<file path="src/rtl/controle_multiciclo.sv">
// Multicycle MIPS control unit: sequences fetch, decode, execute,
// memory and writeback; drives datapath enables, mux selects, ALU op.
//
// Ports:
//   clock, reset        rising-edge clock, synchronous active-high reset
//   opcode, funct       instruction fields from IR
//   zero                ALU zero flag (gates branch PC write)
//   memPronto           shared memory finished current access
//   pcEscreve .. pcFonte  datapath enables and mux selects
//   unidadeControle     ALU op (0 AND,1 OR,2 ADD,3 SUB,4 SLT,5 NOR)
//   estado              current state (debug)
//   instrInvalida       pulse in decode on unsupported instruction
module controle_multiciclo #(
  parameter int LARGURA_ESTADO = 4
) (
  input  logic                      clock,
  input  logic                      reset,
  input  logic [5:0]                opcode,
  input  logic [5:0]                funct,
  input  logic                      zero,
  input  logic                      memPronto,
  output logic                      pcEscreve,
  output logic                      iouD,
  output logic                      memLe,
  output logic                      memEscreve,
  output logic                      irEscreve,
  output logic                      regDst,
  output logic                      memParaReg,
  output logic                      regEscreve,
  output logic                      aluFonteA,
  output logic [1:0]                aluFonteB,
  output logic [1:0]                pcFonte,
  output logic [3:0]                unidadeControle,
  output logic [LARGURA_ESTADO-1:0] estado,
  output logic                      instrInvalida
);

  typedef enum logic [LARGURA_ESTADO-1:0] {
    BUSCA        = LARGURA_ESTADO'(0),
    DECODIFICA   = LARGURA_ESTADO'(1),
    CALC_END     = LARGURA_ESTADO'(2),
    LE_MEM       = LARGURA_ESTADO'(3),
    ESCRITA_MEM  = LARGURA_ESTADO'(4),
    ESCREVE_MEM  = LARGURA_ESTADO'(5),
    EXEC_R       = LARGURA_ESTADO'(6),
    ESCRITA_R    = LARGURA_ESTADO'(7),
    DESVIO       = LARGURA_ESTADO'(8),
    SALTO        = LARGURA_ESTADO'(9),
    EXEC_ADDI    = LARGURA_ESTADO'(10),
    ESCRITA_ADDI = LARGURA_ESTADO'(11)
  } estado_t;

  localparam logic [5:0] OP_R    = 6'b000000;
  localparam logic [5:0] OP_LW   = 6'b100011;
  localparam logic [5:0] OP_SW   = 6'b101011;
  localparam logic [5:0] OP_BEQ  = 6'b000100;
  localparam logic [5:0] OP_J    = 6'b000010;
  localparam logic [5:0] OP_ADDI = 6'b001000;

  estado_t     r_estado;
  estado_t     w_prox;
  logic [3:0]  w_aluR;
  logic        w_functOk;

  // R-type funct decode shared by decode (validity) and execute (ALU op)
  always_comb begin
    w_functOk = 1'b1;
    w_aluR    = 4'd2;
    case (funct)
      6'b100000: w_aluR = 4'd2;
      6'b100010: w_aluR = 4'd3;
      6'b100100: w_aluR = 4'd0;
      6'b100101: w_aluR = 4'd1;
      6'b101010: w_aluR = 4'd4;
      6'b100111: w_aluR = 4'd5;
      default:   w_functOk = 1'b0;
    endcase
  end

  always_ff @(posedge clock) begin
    if (reset) r_estado <= BUSCA;
    else       r_estado <= w_prox;
  end

  always_comb begin
    w_prox          = BUSCA;
    pcEscreve       = 1'b0;
    iouD            = 1'b0;
    memLe           = 1'b0;
    memEscreve      = 1'b0;
    irEscreve       = 1'b0;
    regDst          = 1'b0;
    memParaReg      = 1'b0;
    regEscreve      = 1'b0;
    aluFonteA       = 1'b0;
    aluFonteB       = 2'b00;
    pcFonte         = 2'b00;
    unidadeControle = 4'd2;
    instrInvalida   = 1'b0;
    case (r_estado)
      BUSCA: begin
        memLe     = 1'b1;
        aluFonteB = 2'b01;
        irEscreve = memPronto;
        pcEscreve = memPronto;
        w_prox    = memPronto ? DECODIFICA : BUSCA;
      end
      DECODIFICA: begin
        // branch target is precomputed here into ALUOut
        aluFonteB = 2'b11;
        unique case (1'b1)
          (opcode == OP_R) && w_functOk: w_prox = EXEC_R;
          (opcode == OP_LW),
          (opcode == OP_SW):             w_prox = CALC_END;
          (opcode == OP_BEQ):            w_prox = DESVIO;
          (opcode == OP_J):              w_prox = SALTO;
          (opcode == OP_ADDI):           w_prox = EXEC_ADDI;
          default:                       instrInvalida = 1'b1;
        endcase
      end
      CALC_END: begin
        aluFonteA = 1'b1;
        aluFonteB = 2'b10;
        w_prox    = (opcode == OP_LW) ? LE_MEM : ESCREVE_MEM;
      end
      LE_MEM: begin
        iouD   = 1'b1;
        memLe  = 1'b1;
        w_prox = memPronto ? ESCRITA_MEM : LE_MEM;
      end
      ESCRITA_MEM: begin
        memParaReg = 1'b1;
        regEscreve = 1'b1;
      end
      ESCREVE_MEM: begin
        iouD       = 1'b1;
        memEscreve = 1'b1;
        w_prox     = memPronto ? BUSCA : ESCREVE_MEM;
      end
      EXEC_R: begin
        aluFonteA       = 1'b1;
        unidadeControle = w_aluR;
        w_prox          = ESCRITA_R;
      end
      ESCRITA_R: begin
        regDst     = 1'b1;
        regEscreve = 1'b1;
      end
      DESVIO: begin
        aluFonteA       = 1'b1;
        unidadeControle = 4'd3;
        pcFonte         = 2'b01;
        pcEscreve       = zero;
      end
      SALTO: begin
        pcFonte   = 2'b10;
        pcEscreve = 1'b1;
      end
      EXEC_ADDI: begin
        aluFonteA = 1'b1;
        aluFonteB = 2'b10;
        w_prox    = ESCRITA_ADDI;
      end
      ESCRITA_ADDI: regEscreve = 1'b1;
      default: ;
    endcase
    // reset suppresses every side effect of the current state
    if (reset) begin
      pcEscreve     = 1'b0;
      memLe         = 1'b0;
      memEscreve    = 1'b0;
      irEscreve     = 1'b0;
      regEscreve    = 1'b0;
      instrInvalida = 1'b0;
    end
  end

  assign estado = r_estado;

endmodule

</file>
<file path="config.mk">
export PLATFORM = sky130hd
export DESIGN_NAME = controle_multiciclo
export DESIGN_NICKNAME = d
export VERILOG_FILES = /design/src/rtl/controle_multiciclo.sv
export SDC_FILE = /design/constraint.sdc
export NUM_CORES = 1
export LEC_CHECK = 0
export CORE_MARGIN = 4
export CORE_UTILIZATION = 38
export DETAILED_ROUTE_END_ITERATION = 10
export HOLD_SLACK_MARGIN = 0.03
export PLACE_DENSITY = 0.83
export SLEW_MARGIN = 15
export SYNTH_ARGS = -nofsm -noshare
export SYNTH_HDL_FRONTEND = slang
export SYNTH_SLANG_ARGS = --single-unit
</file>
<file path="constraint.sdc">
create_clock -name clock -period 2.2 [get_ports clock]
set_clock_uncertainty 0.2 [all_clocks]
set_input_delay 0.33 -clock clock [delete_from_list [all_inputs] [get_ports clock]]
set_output_delay 0.33 -clock clock [all_outputs]
set_load 0.02 [all_outputs]
</file>
Yosys cells after proc, flatten, opt, wreduce, memory -nomap -nowiden. Cells that the tools add are included.

Bitwise gates (word level): 0. Divide/modulo/power cells: 0. Shift-type cells: 0. Multiplexer cells: 28. Add/sub/neg operators: 0. Order comparisons: 0. $mul: 0. Reductions and logical operators: 11. Eq/ne operators: 22.

Operator list (number): $eq 6x6->1 const B (8); $pmux 4 s7 (1); $pmux 4 s5 (1); $mux 1 (18); $eq 4x3->1 const B (4); $eq 4x4->1 const B (4); $pmux 3 s5 (1); $reduce_or 6->1 (2); $mux 3 (3); $eq 4x2->1 const B (2); $reduce_or 2->1 (4); $eq 6x2->1 const B (1); $eq 6x3->1 const B (1); $eq 6x4->1 const B (1); $logic_not 6->1 (1); $pmux 2 s3 (1); $pmux 3 s2 (1); $eq 4x1->1 const B (1); $logic_not 4->1 (1); $pmux 2 s2 (1); $reduce_or 4->1 (1); $pmux 1 s3 (1); $reduce_or 3->1 (1); $logic_and 1x1->1 (1).

Memory bits (read-only): 0. Logic and storage cells: 62. Bits in latches: 0. Input port bits: 16. Memories kept: 0. Output and inout bits: 22. Memory bits (writable): 0. Flip-flop bits (word level): 4.

Logic depth before layout (Yosys ltp).
Word-level depth: 8. Mapped depth: 5. Mapped depth without buffers: 4.

Worst setup path after synthesis. Ideal clock, no wire load.

Path type: flip-flop to output port. From: register r_estado[3], in the netlist estado[3]. To: output pcEscreve. Setup slack: -311 ps. Arrival: 1981 ps. Required time: 1670 ps. Buffers on the path: 1. Stages on the path, launching flop included: 4. Cell sequence: dfxtp_1 -> buf_2 -> o21ai_1 -> a2111oi_0.

Word-level cells in the longest chain between the ends: 3. Elaborated cells on any way between the ends: 5. Those cells by class: 2 x eq/ne; 2 x mux; 1 x reduce/logical.

RTL lines: from (decl) (RTL line 60) `estado_t r_estado;`; from (signal assigned) (RTL line 82) `else r_estado <= w_prox;`; $eq 4x4->1 or $logic_not 4->1 (tied branches) (RTL line 100) `case (r_estado)`; $pmux 1 s3 * (RTL line 100); $mux 1 * (RTL line 168) `if (reset) begin`; to (decl) (RTL line 22) `output logic pcEscreve,`.

Every way passes the cells marked *; elsewhere a longest branch is shown, timed or not.

Worst setup path in the final report.
From: input funct[0]. To: output instrInvalida.

Word-level cells in the longest chain between the ends: 8. Elaborated cells on any way between the ends: 13. Those cells by class: 6 x eq/ne; 4 x mux; 3 x reduce/logical.

RTL lines: from (decl) (RTL line 19) `input logic [5:0] funct,`; $eq 6x6->1 (RTL line 69) `case (funct)`; $reduce_or 6->1 (no source line) *; $mux 1 * (RTL line 69); $logic_and 1x1->1 * (RTL line 112) `(opcode == OP_R) && w_functOk: w_prox = EXEC_R;`; $reduce_or 6->1 (no source line) *; $mux 1 * (RTL line 111) `unique case (1'b1)`; $mux 1 * (RTL line 100); $mux 1 * (RTL line 168); to (decl) (RTL line 35) `output logic instrInvalida`.

Marked as above.

==> results.md <==
* Final global-route overflow total at 0
* WL/cell at 14.0 microns
* Clock H-tree levels at 1
* Max-cap violations at 0
* Library cells used by synthesis at 44
* Initial DRC count at 18
* GRT met2 Usage at 42.2%
* Clk Latency, worst-skew pair at 0.25 ns
* Hold_buf cts at 0
* Placed Instances at 183
* Clock sink count at 4
* Post-CTS setup repair buffer count at 0
* Total core area at 1730 sq um
* Final Core Density at 75.4%
* Slowest stage delay, CP at 0.45 ns
* Cell area after layout at 1300 sq um
* Pre-antenna DRT Iters at 4
* Vias post-DR at 1,018
* CP bufs+invs at 3
* YS warnings at 0
* Post-synth EDFFs at 0
* Hold crit path type: primary input to flop
* Via/cell ratio at 5.47
* Crit path max-delay family: buffers and inverters
* Ys async rst share at 0%
* Met3 usage at 4.75%
* TritonCTS buffer count at 3
* Worst setup margin at 0.0580 ns
* Fin cells at 186
* Pwr Density at 251 nW/um^2
* Max IR drop VDD at 0.267 mV
* RSZ-0062 raised after global routing: false
* Starting density of the core at 39.9%
* Syn Inst Count at 102
* Residual DRC count at 0
* Layout cells sized above 1 at 32.9%
* Peak Freq at 467 MHz
* Largest net degree at the start of global routing at 16
* WS Path Type: primary input to output port
* Chip height at 50.6 microns
* Worst path arrival time at 1.61 ns
* Die ar. at 2560 sq um
* TritonCTS clock tree: done
* Pre-CTS WS at -0.584 ns
* Port Buffers at 36
* IO Pins at 38
* Slew Limit Fails at 0
* Post-Syn Area per Cell at 6.75 sq um
* Row Count at 15
* Initial antenna violation count at 0
* Worst Path Required at 1.67 ns
* RePlAce Congestion at 0.836
* Max reg flops at 4
* #FFs+latches synth at 4
* CTS Root Cell: clkbuf_4
* Clock transition at the registers of the reported paths at 0.04 ns
* Synth Cell Area at 688 sq um
* Clock buffer depth at 2
* Post-DP HPWL at 2.02 mm
* Die Width at 50.6 microns
* Placed Instance Area at 1260 sq um
* Cell at the slowest stage of the critical path: clkdlybuf4s50_1
* Layout area overhead at 89.1%
* Final worst-path cycle share at 97.4%
* First-pass GRT wire length at 4.45 mm
* Final Hold Viols at 0
* Vias in the first global route at 996
* Setup violations, final at 0
* Mapped Nets at 118
* Max FO, Critical Path at 5
* Gr busiest metal: met2
* WL final at 2.61 mm
* Met1 Track Usage GR at 24.7%
* Worst Setup End Kind: output port
* Final ANT Viol Nets at 0
* NumNets Final at 179
* Antenna fix cells at 0
* CP cell instances: clkdlybuf4s50_1, buf_4, a221oi_2, o22a_1, o21a_1, buf_2
* Outcome: completed
* Ys flop type: dfxtp_1
* Total GRT Usage at 22.5%
* LEAKAGE at 0.000630 uW
* Period minus WS final at 2.14 ns
* Fill count at 136
* Worst Setup Start Kind: primary input
* Sequential area share after synthesis at 11.6%
cells in the mapped netlist, types with 3 or more instances:
master	number	area [sq um]
nor2_1	16	60.1
nor3_1	8	40.0
o22ai_1	3	18.8
nand2b_1	6	37.5
buf_2	4	20.0
dfxtp_1	4	80.1
a21oi_1	5	25.0
nor2b_1	6	37.5
nor3b_1	4	30.0
nand2_1	6	22.5
final cells by class:
class	count	area (sq um)	area share, %
Tap cell	25	31.3	2.40
Timing Repair Buffer	63	528	40.6
Sequential cell	4	81.3	6.25
Multi-Input combinational cell	91	638	49.0
Clock buffer	3	22.5	1.73
worst min-delay path, cell delays in order:
cell	delay [ns]
dlymetal6s2s_1	0.11
buf_4	0.15
nor2_1	0.06
o211ai_2	0.12
metal layers:
metal  vias up  part of all wire (%)  routed length [microns]
li1        500                     -                        -
met1       473                    39                     1010
met2        41                    54                     1400
met3         4                   6.3                      165
met4         0                  0.96                       25
met5         -                     0                        0
where the power goes:
part / switching, uW / leakage (uW) / internal, uW / total, uW
sequential: 0.779 / 0.0000330 / 74.3 / 75.0
combinational: 73.7 / 0.000583 / 77.6 / 151
clock: 38.7 / 0.0000138 / 61.6 / 100
total: 113 / 0.000630 / 213 / 327
timing repair:
item                       4_1_cts  5_1_grt
pin swaps                        2        1
setup endpoints to repair       16       10
gates resized for setup         37       20
cells by family (layout without fill, tap and decap cells):
group                  count (synthesis)  in the layout  share of synthesized area [%]
AND/OR/NAND/NOR                       62             62                           52.2
AO/OA/AOI/OAI                         23             23                           23.8
buffers and inverters                  7             66                           5.09
flip-flops                             4              4                           11.6
XOR/XNOR                               3              3                           3.82
multiplexers                           2              2                           2.91
other                                  1              1                          0.545
through the flow:
step	total power (uW)	hold slack, ns	TNS [ns]
after global placement	221	0.415	-2.54
after global routing	343	0.393	0
after CTS	325	0.447	-0.000548
after detailed placement	226	0.445	-2.62
after floorplan	139	0.303	0
final	327	0.358	0
cells in the final DEF (no fill, tap or decap), drive strengths merged, types with 3 or more instances in the layout:
cell type	n
dlymetal6s2s	5
nor2	16
clkdlybuf4s50	12
buf	31
o22ai	3
nand2	6
a21oi	5
clkbuf	6
o21ai	3
nor3b	4
dlygate4sd2	12
nor2b	6
nor3	9
and3	3
dfxtp	4
nand2b	6
path summary, 6_finish.rpt:
path	from	cells after the start	to	slack (ns)
hold reg to reg	estado[3]	2	estado[2]	0.45
hold / removal	opcode[3]	4	estado[1]	0.36
setup reg to reg	estado[3]	6	estado[1]	0.45
setup / recovery	funct[0]	6	instrInvalida	0.06
(Power assumes the default switching activity.)
